<file path="src/rtl/lc3_control.sv">
// LC-3 microsequencer: fetch/decode/execute FSM driving datapath controls and the memory handshake.
// Optional JSR/JSRR support is compiled in when the LC3_JSR_EN macro is defined.
module lc3_control #(
  parameter int MEM_TIMEOUT = 16
) (
  input  logic        clk,
  input  logic        rst,
  input  logic [15:0] IR,
  input  logic        N,
  input  logic        Z,
  input  logic        P,
  input  logic        memRDY,
  output logic        enaMARM,
  output logic        enaPC,
  output logic        enaMDR,
  output logic        enaALU,
  output logic        ldPC,
  output logic        ldIR,
  output logic        ldMAR,
  output logic        ldMDR,
  output logic        selMDR,
  output logic        flagWE,
  output logic        regWE,
  output logic        memEN,
  output logic        memWE,
  output logic [1:0]  selPC,
  output logic        selEAB1,
  output logic [1:0]  selEAB2,
  output logic        selMARM,
  output logic [2:0]  DR,
  output logic [2:0]  SR1,
  output logic [2:0]  SR2,
  output logic [1:0]  ALUctrl,
  output logic        halted,
  output logic [4:0]  state
);

  typedef enum logic [4:0] {
    S_RESET, S_FETCH0, S_FETCH1, S_FETCH2, S_DECODE,
    S_ALU, S_BR, S_JMP, S_LEA,
    S_LD_ADDR, S_LD_MEM, S_LD_WB,
    S_ST_ADDR, S_ST_DATA, S_ST_MEM,
    S_JSR, S_HALT
  } state_t;

  localparam int CW = (MEM_TIMEOUT > 1) ? $clog2(MEM_TIMEOUT) : 1;

  state_t          cur, nxt;
  logic [CW-1:0]   wait_cnt;
  logic            waiting;
  logic            timed_out;
  logic [3:0]      opcode;

  assign opcode  = IR[15:12];
  assign state   = cur;
  assign waiting = (cur == S_FETCH1) || (cur == S_LD_MEM) || (cur == S_ST_MEM);

  // The limit cycle itself still honours memRDY; only a low memRDY there halts.
  assign timed_out = (MEM_TIMEOUT > 0) && !memRDY && (wait_cnt == CW'(MEM_TIMEOUT - 1));

  // NOTE: state flops use non-blocking assignments so every flop samples pre-edge values.
  always_ff @(posedge clk) begin
    if (rst) begin
      cur      <= S_RESET;
      wait_cnt <= '0;
    end else begin
      cur <= nxt;
      if (waiting && !memRDY) wait_cnt <= wait_cnt + 1'b1;
      else                    wait_cnt <= '0;
    end
  end

  // NOTE: every always_comb assigns defaults first so no path can infer a latch.
  always_comb begin
    nxt = cur;
    unique case (cur)
      S_RESET:   nxt = S_FETCH0;
      S_FETCH0:  nxt = S_FETCH1;
      S_FETCH1:  if (memRDY) nxt = S_FETCH2; else if (timed_out) nxt = S_HALT;
      S_FETCH2:  nxt = S_DECODE;
      S_DECODE: begin
        case (opcode)
          4'b0001, 4'b0101, 4'b1001: nxt = S_ALU;
          4'b0000:                   nxt = S_BR;
          4'b1100:                   nxt = S_JMP;
          4'b1110:                   nxt = S_LEA;
          4'b0010, 4'b0110:          nxt = S_LD_ADDR;
          4'b0011, 4'b0111:          nxt = S_ST_ADDR;
`ifdef LC3_JSR_EN
          4'b0100:                   nxt = S_JSR;
`endif
          default:                   nxt = S_HALT;
        endcase
      end
      S_ALU, S_BR, S_JMP, S_LEA, S_LD_WB, S_JSR: nxt = S_FETCH0;
      S_LD_ADDR: nxt = S_LD_MEM;
      S_LD_MEM:  if (memRDY) nxt = S_LD_WB; else if (timed_out) nxt = S_HALT;
      S_ST_ADDR: nxt = S_ST_DATA;
      S_ST_DATA: nxt = S_ST_MEM;
      S_ST_MEM:  if (memRDY) nxt = S_FETCH0; else if (timed_out) nxt = S_HALT;
      default:   nxt = S_HALT;
    endcase
  end

  always_comb begin
    enaMARM = 1'b0; enaPC  = 1'b0; enaMDR = 1'b0; enaALU = 1'b0;
    ldPC    = 1'b0; ldIR   = 1'b0; ldMAR  = 1'b0; ldMDR  = 1'b0;
    selMDR  = 1'b0; flagWE = 1'b0; regWE  = 1'b0;
    memEN   = 1'b0; memWE  = 1'b0;
    selPC   = 2'd0; selEAB1 = 1'b0; selEAB2 = 2'd0; selMARM = 1'b0;
    DR      = 3'd0; SR1    = 3'd0; ALUctrl = 2'd0; halted = 1'b0;
    SR2     = IR[2:0];

    case (cur)
      S_FETCH0: begin
        enaPC = 1'b1; ldMAR = 1'b1; ldPC = 1'b1;
      end
      S_FETCH1, S_LD_MEM: begin
        memEN = 1'b1; selMDR = 1'b1; ldMDR = memRDY;
      end
      S_FETCH2: begin
        enaMDR = 1'b1; ldIR = 1'b1;
      end
      S_ALU: begin
        DR = IR[11:9]; SR1 = IR[8:6];
        enaALU = 1'b1; regWE = 1'b1; flagWE = 1'b1;
        case (opcode)
          4'b0001: ALUctrl = 2'd1;
          4'b0101: ALUctrl = 2'd2;
          default: ALUctrl = 2'd3;
        endcase
      end
      S_BR: begin
        if ((IR[11] & N) | (IR[10] & Z) | (IR[9] & P)) begin
          ldPC = 1'b1; selPC = 2'd1; selEAB2 = 2'd2;
        end
      end
      S_JMP: begin
        SR1 = IR[8:6]; selEAB1 = 1'b1; selPC = 2'd1; ldPC = 1'b1;
      end
      S_LEA: begin
        selEAB2 = 2'd2; selMARM = 1'b1; enaMARM = 1'b1;
        DR = IR[11:9]; regWE = 1'b1; flagWE = 1'b1;
      end
      S_LD_ADDR, S_ST_ADDR: begin
        selMARM = 1'b1; enaMARM = 1'b1; ldMAR = 1'b1;
        // IR[14] separates the base+offset6 forms (LDR/STR) from PC-relative LD/ST.
        if (IR[14]) begin
          selEAB1 = 1'b1; SR1 = IR[8:6]; selEAB2 = 2'd1;
        end else begin
          selEAB2 = 2'd2;
        end
      end
      S_LD_WB: begin
        enaMDR = 1'b1; DR = IR[11:9]; regWE = 1'b1; flagWE = 1'b1;
      end
      S_ST_DATA: begin
        SR1 = IR[11:9]; enaALU = 1'b1; ldMDR = 1'b1;
      end
      S_ST_MEM: begin
        memEN = 1'b1; memWE = 1'b1;
      end
`ifdef LC3_JSR_EN
      S_JSR: begin
        DR = 3'd7; enaPC = 1'b1; regWE = 1'b1; ldPC = 1'b1; selPC = 2'd1;
        if (IR[11]) begin
          selEAB2 = 2'd3;
        end else begin
          selEAB1 = 1'b1; SR1 = IR[8:6];
        end
      end
`endif
      S_HALT: halted = 1'b1;
      default: ;
    endcase
  end

endmodule

</file>
<file path="config.mk">
export PLATFORM = sky130hd
export DESIGN_NAME = lc3_control
export DESIGN_NICKNAME = d
export VERILOG_FILES = /design/src/rtl/lc3_control.sv
export SDC_FILE = /design/constraint.sdc
export NUM_CORES = 1
export LEC_CHECK = 0
export ABC_AREA = 1
export CAP_MARGIN = 20
export CORE_ASPECT_RATIO = 2
export CORE_UTILIZATION = 28
export DETAILED_ROUTE_END_ITERATION = 8
export SYNTH_ARGS = -nofsm -noshare
export SYNTH_HDL_FRONTEND = slang
export SYNTH_SLANG_ARGS = --single-unit
</file>
<file path="constraint.sdc">
create_clock -name clk -period 1.32 [get_ports clk]
set_clock_uncertainty 0.2 [all_clocks]
set_input_delay 0.132 -clock clk [delete_from_list [all_inputs] [get_ports clk]]
set_output_delay 0.132 -clock clk [all_outputs]
set_load 0.1 [all_outputs]
</file>
==> results by group, run 1 <==
Status
  • Outcome: complete, but fails checks
  • Failing checks: setup timing

Floorplanning
  • Initial Utilization: 29.6%
  • Row count: 30
  • Die W: 44.7 µm
  • Die H: 87.4 µm
  • Core ar.: 3450 µm²
  • IO Pins: 58
  • DIE AREA: 3910 µm²

Global route
  • Initial antenna violation count: 0
  • Grt ovf: 0
  • All-layer global routing usage: 26.2%
  • First-pass GRT wire length: 7610 µm
  • Vias in the first global route: 1,749
  • Pin count of the biggest net entering global routing: 9

Critical path
  • Worst R2R Path Depth: 8
  • Crit path from: state[0]$_SDFF_PP0_
  • CP endpoint kind: output port
  • CP max FO: 5
  • WP data arrival: 1.56 ns
  • Required @ worst endpoint: 0.99 ns
  • CP Launch Type: flip-flop
  • Setup crit end: selEAB2[1]
  • Reg2reg start: state[0]$_SDFF_PP0_
  • CP cell instances: buf_4 -> nor2_4 -> buf_6 -> nand3_4 -> o211ai_1 -> clkbuf_16
  • Slowest cell on crit path: dfxtp_4
  • Worst path max stage delay: 0.37 ns
  • RR Endpoint: wait_cnt[2]$_SDFF_PP0_
  • R2R setup slack: -0.45 ns
  • Setup CP Type: reg2out

Clocking
  • Inserted Clock Buffers: 3
  • Clk sinks: 9
  • Bufs on Longest Clock Path: 2
  • CTS tree: yes
  • Cts hold-fix bufs: 0
  • Clock Latency Late Sink: 0.24 ns
  • Clock transition at the registers of the reported paths: 0.04 ns
  • Root buf cell: clkbuf_8
  • H-tree Lvls: 1

Power
  • Tot Pwr: 3.21 mW
  • Leakage Power: 1.33 nW
  • Power Dens Cells: 1110 nW/µm²
  • Maximum vdd drop: 1.00 mV

Place
  • Dpl hpwl: 3410 µm
  • Dpl ws: -0.563 ns
  • I/O Buffers: 47
  • Final GP Congestion: 0.847
  • DP Area: 2390 µm²

Synth
  • Largest family of logic cells by synthesized area: simple AND/OR/NAND/NOR gates
  • Share of flip-flops with an asynchronous set or reset: 0%
  • Post-synthesis cell count: 177
  • Avg Cell Area, Syn: 5.77 µm²
  • EDFF count, synth: 0
  • Synth Area in Compound Gates: 12.6%
  • Simple-Gate Fraction of Synth Area: 44.5%
  • Primary FF master, synth: dfxtp_1
  • Post-Synth Adder-Cell Area: 7.35%
  • Syn_nets: 205
  • Most common library cells after synthesis: nand2_1, inv_1, nor2_1
  • Area share of the largest cell type after synthesis: 17.6%
  • Post-Synth XOR/XNOR Area: 0.858%
  • Cell with the most instances after synthesis: nand2_1
  • Yosys reg bits: 9
  • Synth top area cells: dfxtp_1, nand2_1, nand3_1
  • Leading area contributor after synthesis: dfxtp_1
  • Mux cell area share after synthesis: 0%
  • Seq/Total Area, Yosys: 17.6%
  • Ys Warns: 0
  • Post-synth cell types: 23
  • Syn Std Cell Area: 1020 µm²

STA
  • Final Hold Slack: 0.0640 ns
  • Final setup violation count: 38
  • Fmax: 0.528 GHz
  • Final Cycle Share: 144%
  • Fin crit period: 1.89 ns
  • Final Hold Fails: 0
  • Final worst slack: -0.575 ns
  • RSZ-0062 raised after global routing: yes
  • Max Slew Vio Count: 0

Finish
  • Share of cells above drive strength 1: 64.1%
  • Fill count: 202
  • Nets: 319
  • Final Cell Area: 2880 µm²
  • P&R area growth vs syn: 182%
  • N_diodes: 0

Detailed routing
  • Remaining DRCs: 0
  • Detail Route Antenna Nets: 0
  • Post-Route WL: 5130 µm
  • DRT iter0 DRCs: 60
  • Vias: 1,637
  • Vias per cell: 4.84
  • Drt first pass iters: 4
  • WL per Instance: 15.2 µm

Job
  • Max-Cap Viols: 0

Min path
  • Worst Hold Class: in2out
[cell families after synthesis]
group	Yosys count
adder cells (fa/ha/maj)	6
flip-flops	9
buffers and inverters	39
other	1
AO/OA/AOI/OAI	22
AND/OR/NAND/NOR	99
XOR/XNOR	1
[state kept, by name (all words and copies together), names as in the netlist]
signal    cells
wait_cnt      4
state         5
[power by group]
group | internal, mW | switching [mW] | leakage, nW
combinational | 1.03 | 1.49 | 1.23
sequential | 0.308 | 0.0624 | 0.0767
clock | 0.210 | 0.107 | 0.0228
[area by class of cell]
cell class,count,area [µm²],area share (%)
clock buffers,4,45.0,1.56
inverters,32,159,5.51
multi-input cells,129,1040,36.2
flip-flops and latches,9,199,6.90
well taps,48,60.1,2.08
repair buffers,116,1380,47.7
[placed cells by master, fill, tap and decap left out, types with 2 or more instances in the layout]
cell	n
nor2_1	9
a21oi_2	2
inv_1	16
o21ai_1	2
clkinvlp_4	2
dfxtp_1	4
nand3_2	7
inv_4	3
nand3_1	13
a31oi_4	2
dfxtp_4	5
a21oi_1	7
clkdlybuf4s50_1	13
buf_6	14
nand3_4	6
clkbuf_8	3
ha_1	5
dlygate4sd2_1	2
nand2_2	6
nand2_8	3
nor2_4	14
nand2_1	26
nand2_4	8
buf_12	32
buf_4	54
o21ai_0	3
inv_6	2
inv_2	8
o21ai_2	3
nor2_2	4
[timing repair]
item                       in CTS  in global routing
setup buffers                  17                  5
pin swaps                      15                 17
resized for setup              51                 26
setup endpoints to repair      36                 38
hold endpoints to repair        0                  0
[routing by layer]
layer,wire length [µm],part of all wire (%),track usage [%],vias up
li1,-,-,-,781
met1,1580,31,23.1,762
met2,3060,60,51.7,70
met3,213,4.2,2.49,24
met4,275,5.4,16.8,0
met5,0,0,0,-
[worst min path at each step]
stage | endpoint | slack [ns] | depth (start not counted) | from
after global placement | SR2[0] | 0.07 | 0 | IR[0]
final | SR2[0] | 0.06 | 0 | IR[0]
after global routing | SR2[2] | 0.06 | 0 | IR[2]
after CTS | SR2[0] | 0.07 | 0 | IR[0]
after detailed placement | SR2[0] | 0.07 | 0 | IR[0]
after floorplan | state[0]$_SDFF_PP0_ | -0.009 | 1 | rst
[stage by stage]
stage	cells	setup TNS (ns)	utilization, %
floorplan	177	-27.15	-
global placement	313	-8.91	69.2
detailed placement	313	-9.54	69.2
CTS	333	-13.31	79.6
global route	338	-18.51	83.5
finish	338	-16.29	83.5
[critical path, delay by kind of cell (launching register included)]
family | cells | cell delay [ns]
DFF | 1 | 0.37
and+or+nand+nor | 2 | 0.27
AOI/OAI and AO/OA | 1 | 0.13
buffers and inverters | 3 | 0.55
Note: power is estimated with default switching activity, not from simulation.
==> run 2: changes to the inputs <==
--- a/config.mk
+++ b/config.mk
@@ -8,8 +8,10 @@
 export ABC_AREA = 1
 export CAP_MARGIN = 20
 export CORE_ASPECT_RATIO = 2
+export CORE_MARGIN = 3
 export CORE_UTILIZATION = 28
 export DETAILED_ROUTE_END_ITERATION = 8
+export SLEW_MARGIN = 20
 export SYNTH_ARGS = -nofsm -noshare
 export SYNTH_HDL_FRONTEND = slang
 export SYNTH_SLANG_ARGS = --single-unit
==> run 2 against run 1 <==
  * Power down 5.9%
  * The flow still finishes with violations (setup timing)
  * First-iteration DRC count down 60%
  * Via count down 3.7%
==> results by group, run 2 (synthesis results as in run 1) <==
Status
  • Outcome: complete, but fails checks (unchanged)
  • Failing checks: setup timing (unchanged)

Floorplanning
  • Initial Utilization: 29.6% (unchanged)
  • DIE AREA: 4450 µm² (was 3910 µm²)
  • Row count: 30 (unchanged)
  • Die H: 91.4 µm (was 87.4 µm)
  • Die W: 48.7 µm (was 44.7 µm)
  • Core ar.: 3450 µm² (unchanged)
  • IO Pins: 58 (unchanged)

STA
  • Max Slew Vio Count: 0 (unchanged)
  • RSZ-0062 raised after global routing: yes (unchanged)
  • Final Hold Fails: 0 (unchanged)
  • Final worst slack: -0.586 ns (was -0.575 ns)
  • Fin crit period: 1.91 ns (was 1.89 ns)
  • Final Cycle Share: 144% (about the same)
  • Final setup violation count: 38 (unchanged)
  • Fmax: 0.525 GHz (was 0.528 GHz)

Critical path
  • CP endpoint kind: output port (unchanged)
  • Required @ worst endpoint: 0.99 ns (about the same)
  • CP Launch Type: flip-flop (unchanged)
  • Setup CP Type: reg2out (unchanged)
  • CP max FO: 4 (was 5)
  • WP data arrival: 1.57 ns (was 1.56 ns)

Detailed routing
  • Remaining DRCs: 0 (unchanged)
  • WL per Instance: 14.0 µm (was 15.2 µm)
  • Drt first pass iters: 4 (unchanged)
  • Vias per cell: 4.76 (was 4.84)
  • Detail Route Antenna Nets: 0 (unchanged)
  • Vias: 1,577 (was 1,637)
  • Post-Route WL: 4640 µm (was 5130 µm)
  • DRT iter0 DRCs: 24 (was 60)

Power
  • Clock power frac: 10.7% (was 9.9%)
  • Reg power frac: 12.3% (was 11.5%)
  • Psw: 1.57 mW (was 1.66 mW)
  • Internal power: 1.45 mW (was 1.55 mW)
  • Maximum vdd drop: 1.13 mV (was 1.00 mV)
  • Switching Fraction: 52.1% (was 51.7%)
  • Leakage Power: 1.27 nW (was 1.33 nW)
  • Gate power share: 77.0% (was 78.6%)
  • Power Dens Cells: 1110 nW/µm² (about the same)

Finish
  • Most frequent cells in the layout: buf_4, buf_12, nand2_1, inv_1, nand3_1 (was buf_4, buf_12, nand2_1, inv_1)
  • N_diodes: 0 (unchanged)
  • Nets: 312 (was 319)
  • Final Cell Area: 2730 µm² (was 2880 µm²)
  • P&R area growth vs syn: 167% (was 182%)
  • Commonest non-fill, non-tap cell in the layout: buf_4 (unchanged)
  • Fill count: 240 (was 202)
  • Largest register FFs: 5 (unchanged)
  • Final cell count without fillers: 331 (was 338)
  • Fin util: 79.0% (was 83.5%)
  • Share of cells above drive strength 1: 60.4% (was 64.1%)

Clocking
  • Clock transition at the registers of the reported paths: 0.04 ns (about the same)
  • Root buf cell: clkbuf_8 (unchanged)
  • H-tree Lvls: 1 (unchanged)
  • Inserted Clock Buffers: 3 (unchanged)
  • CTS tree: yes (unchanged)
  • Clk sinks: 9 (unchanged)
  • Clock Latency Late Sink: 0.24 ns (about the same)
  • Bufs on Longest Clock Path: 2 (unchanged)

Global route
  • First-pass GRT wire length: 7110 µm (was 7610 µm)
  • Grt ovf: 0 (unchanged)
  • All-layer global routing usage: 20.0% (was 26.2%)
  • Vias in the first global route: 1,610 (was 1,749)
  • Pin count of the biggest net entering global routing: 9 (unchanged)
  • Initial antenna violation count: 0 (unchanged)

Place
  • Dpl hpwl: 3420 µm (was 3410 µm)
  • Cells after DPL: 313 (unchanged)
  • DP Area: 2390 µm² (unchanged)
  • Final GP Congestion: 0.866 (was 0.847)
  • I/O Buffers: 47 (unchanged)

Min path
  • Worst Hold Class: in2out (unchanged)

Job
  • Max-Cap Viols: 0 (unchanged)
[run 2: power groups by stage]
stage               Clock, mW  Sequential (mW)  Combinational, mW
finish                  0.323            0.370               2.33
detailed placement          0            0.376               2.08
global route            0.341            0.375               2.41
CTS                     0.336            0.370               2.18
floorplan                   0            0.535               1.11
global placement            0            0.374               2.06
[run 2: final timing paths]
check                               from                      to  slack [ns]  cells past startpoint
setup / recovery     state[1]$_SDFF_PP0_              selEAB2[1]       -0.59                      8
setup reg to reg     state[1]$_SDFF_PP0_     state[1]$_SDFF_PP0_       -0.35                      9
hold reg to reg   wait_cnt[2]$_SDFF_PP0_  wait_cnt[2]$_SDFF_PP0_        0.34                      2
hold / removal                     IR[0]                  SR2[0]        0.06                      0
[run 2: timing repair]
| item | 4_1_cts | 5_1_grt |
|---|---|---|
| gates resized for setup | 31 | 24 |
| pin swaps | 7 | 13 |
| hold buffers | 0 | 0 |
| setup buffers | 8 | 8 |
| setup endpoints to repair | 36 | 37 |
[run 2: final cells by class]
class,count,area (µm²),share of cell area [%]
repair buffers,109,1280,47.1
flip-flops and latches,9,199,7.29
multi-input cells,129,992,36.4
clock buffers,4,45.0,1.65
inverters,32,148,5.41
well taps,48,60.1,2.20
[run 2: metrics by stage]
stage	total power [mW]	setup TNS, ns	worst slack [ns]	hold slack, ns
floorplan	1.65	-27.15	-1.43	-0.00864
global placement	2.44	-9.17	-0.508	0.0647
detailed placement	2.46	-10.04	-0.534	0.0647
CTS	2.89	-14.19	-0.536	0.0647
global route	3.13	-17.50	-0.685	0.0641
finish	3.02	-15.43	-0.586	0.0640
[run 2: routing by layer]
metal,part of all wire [%],routed length [µm],track usage (%)
met5,0,0,0
met4,3.1,144,10.7
met3,4.0,184,2.79
met2,61,2850,42.2
met1,32,1460,16.4
[run 2: worst max-delay path: stages (launching register included)]
cell and delay [ns]:
dfxtp_4 0.36, inv_4 0.09, nand2_2 0.05, nor2_1 0.11, nand2_1 0.08, nand2_2 0.11
inv_4 0.05, o211ai_1 0.24, clkbuf_16 0.25
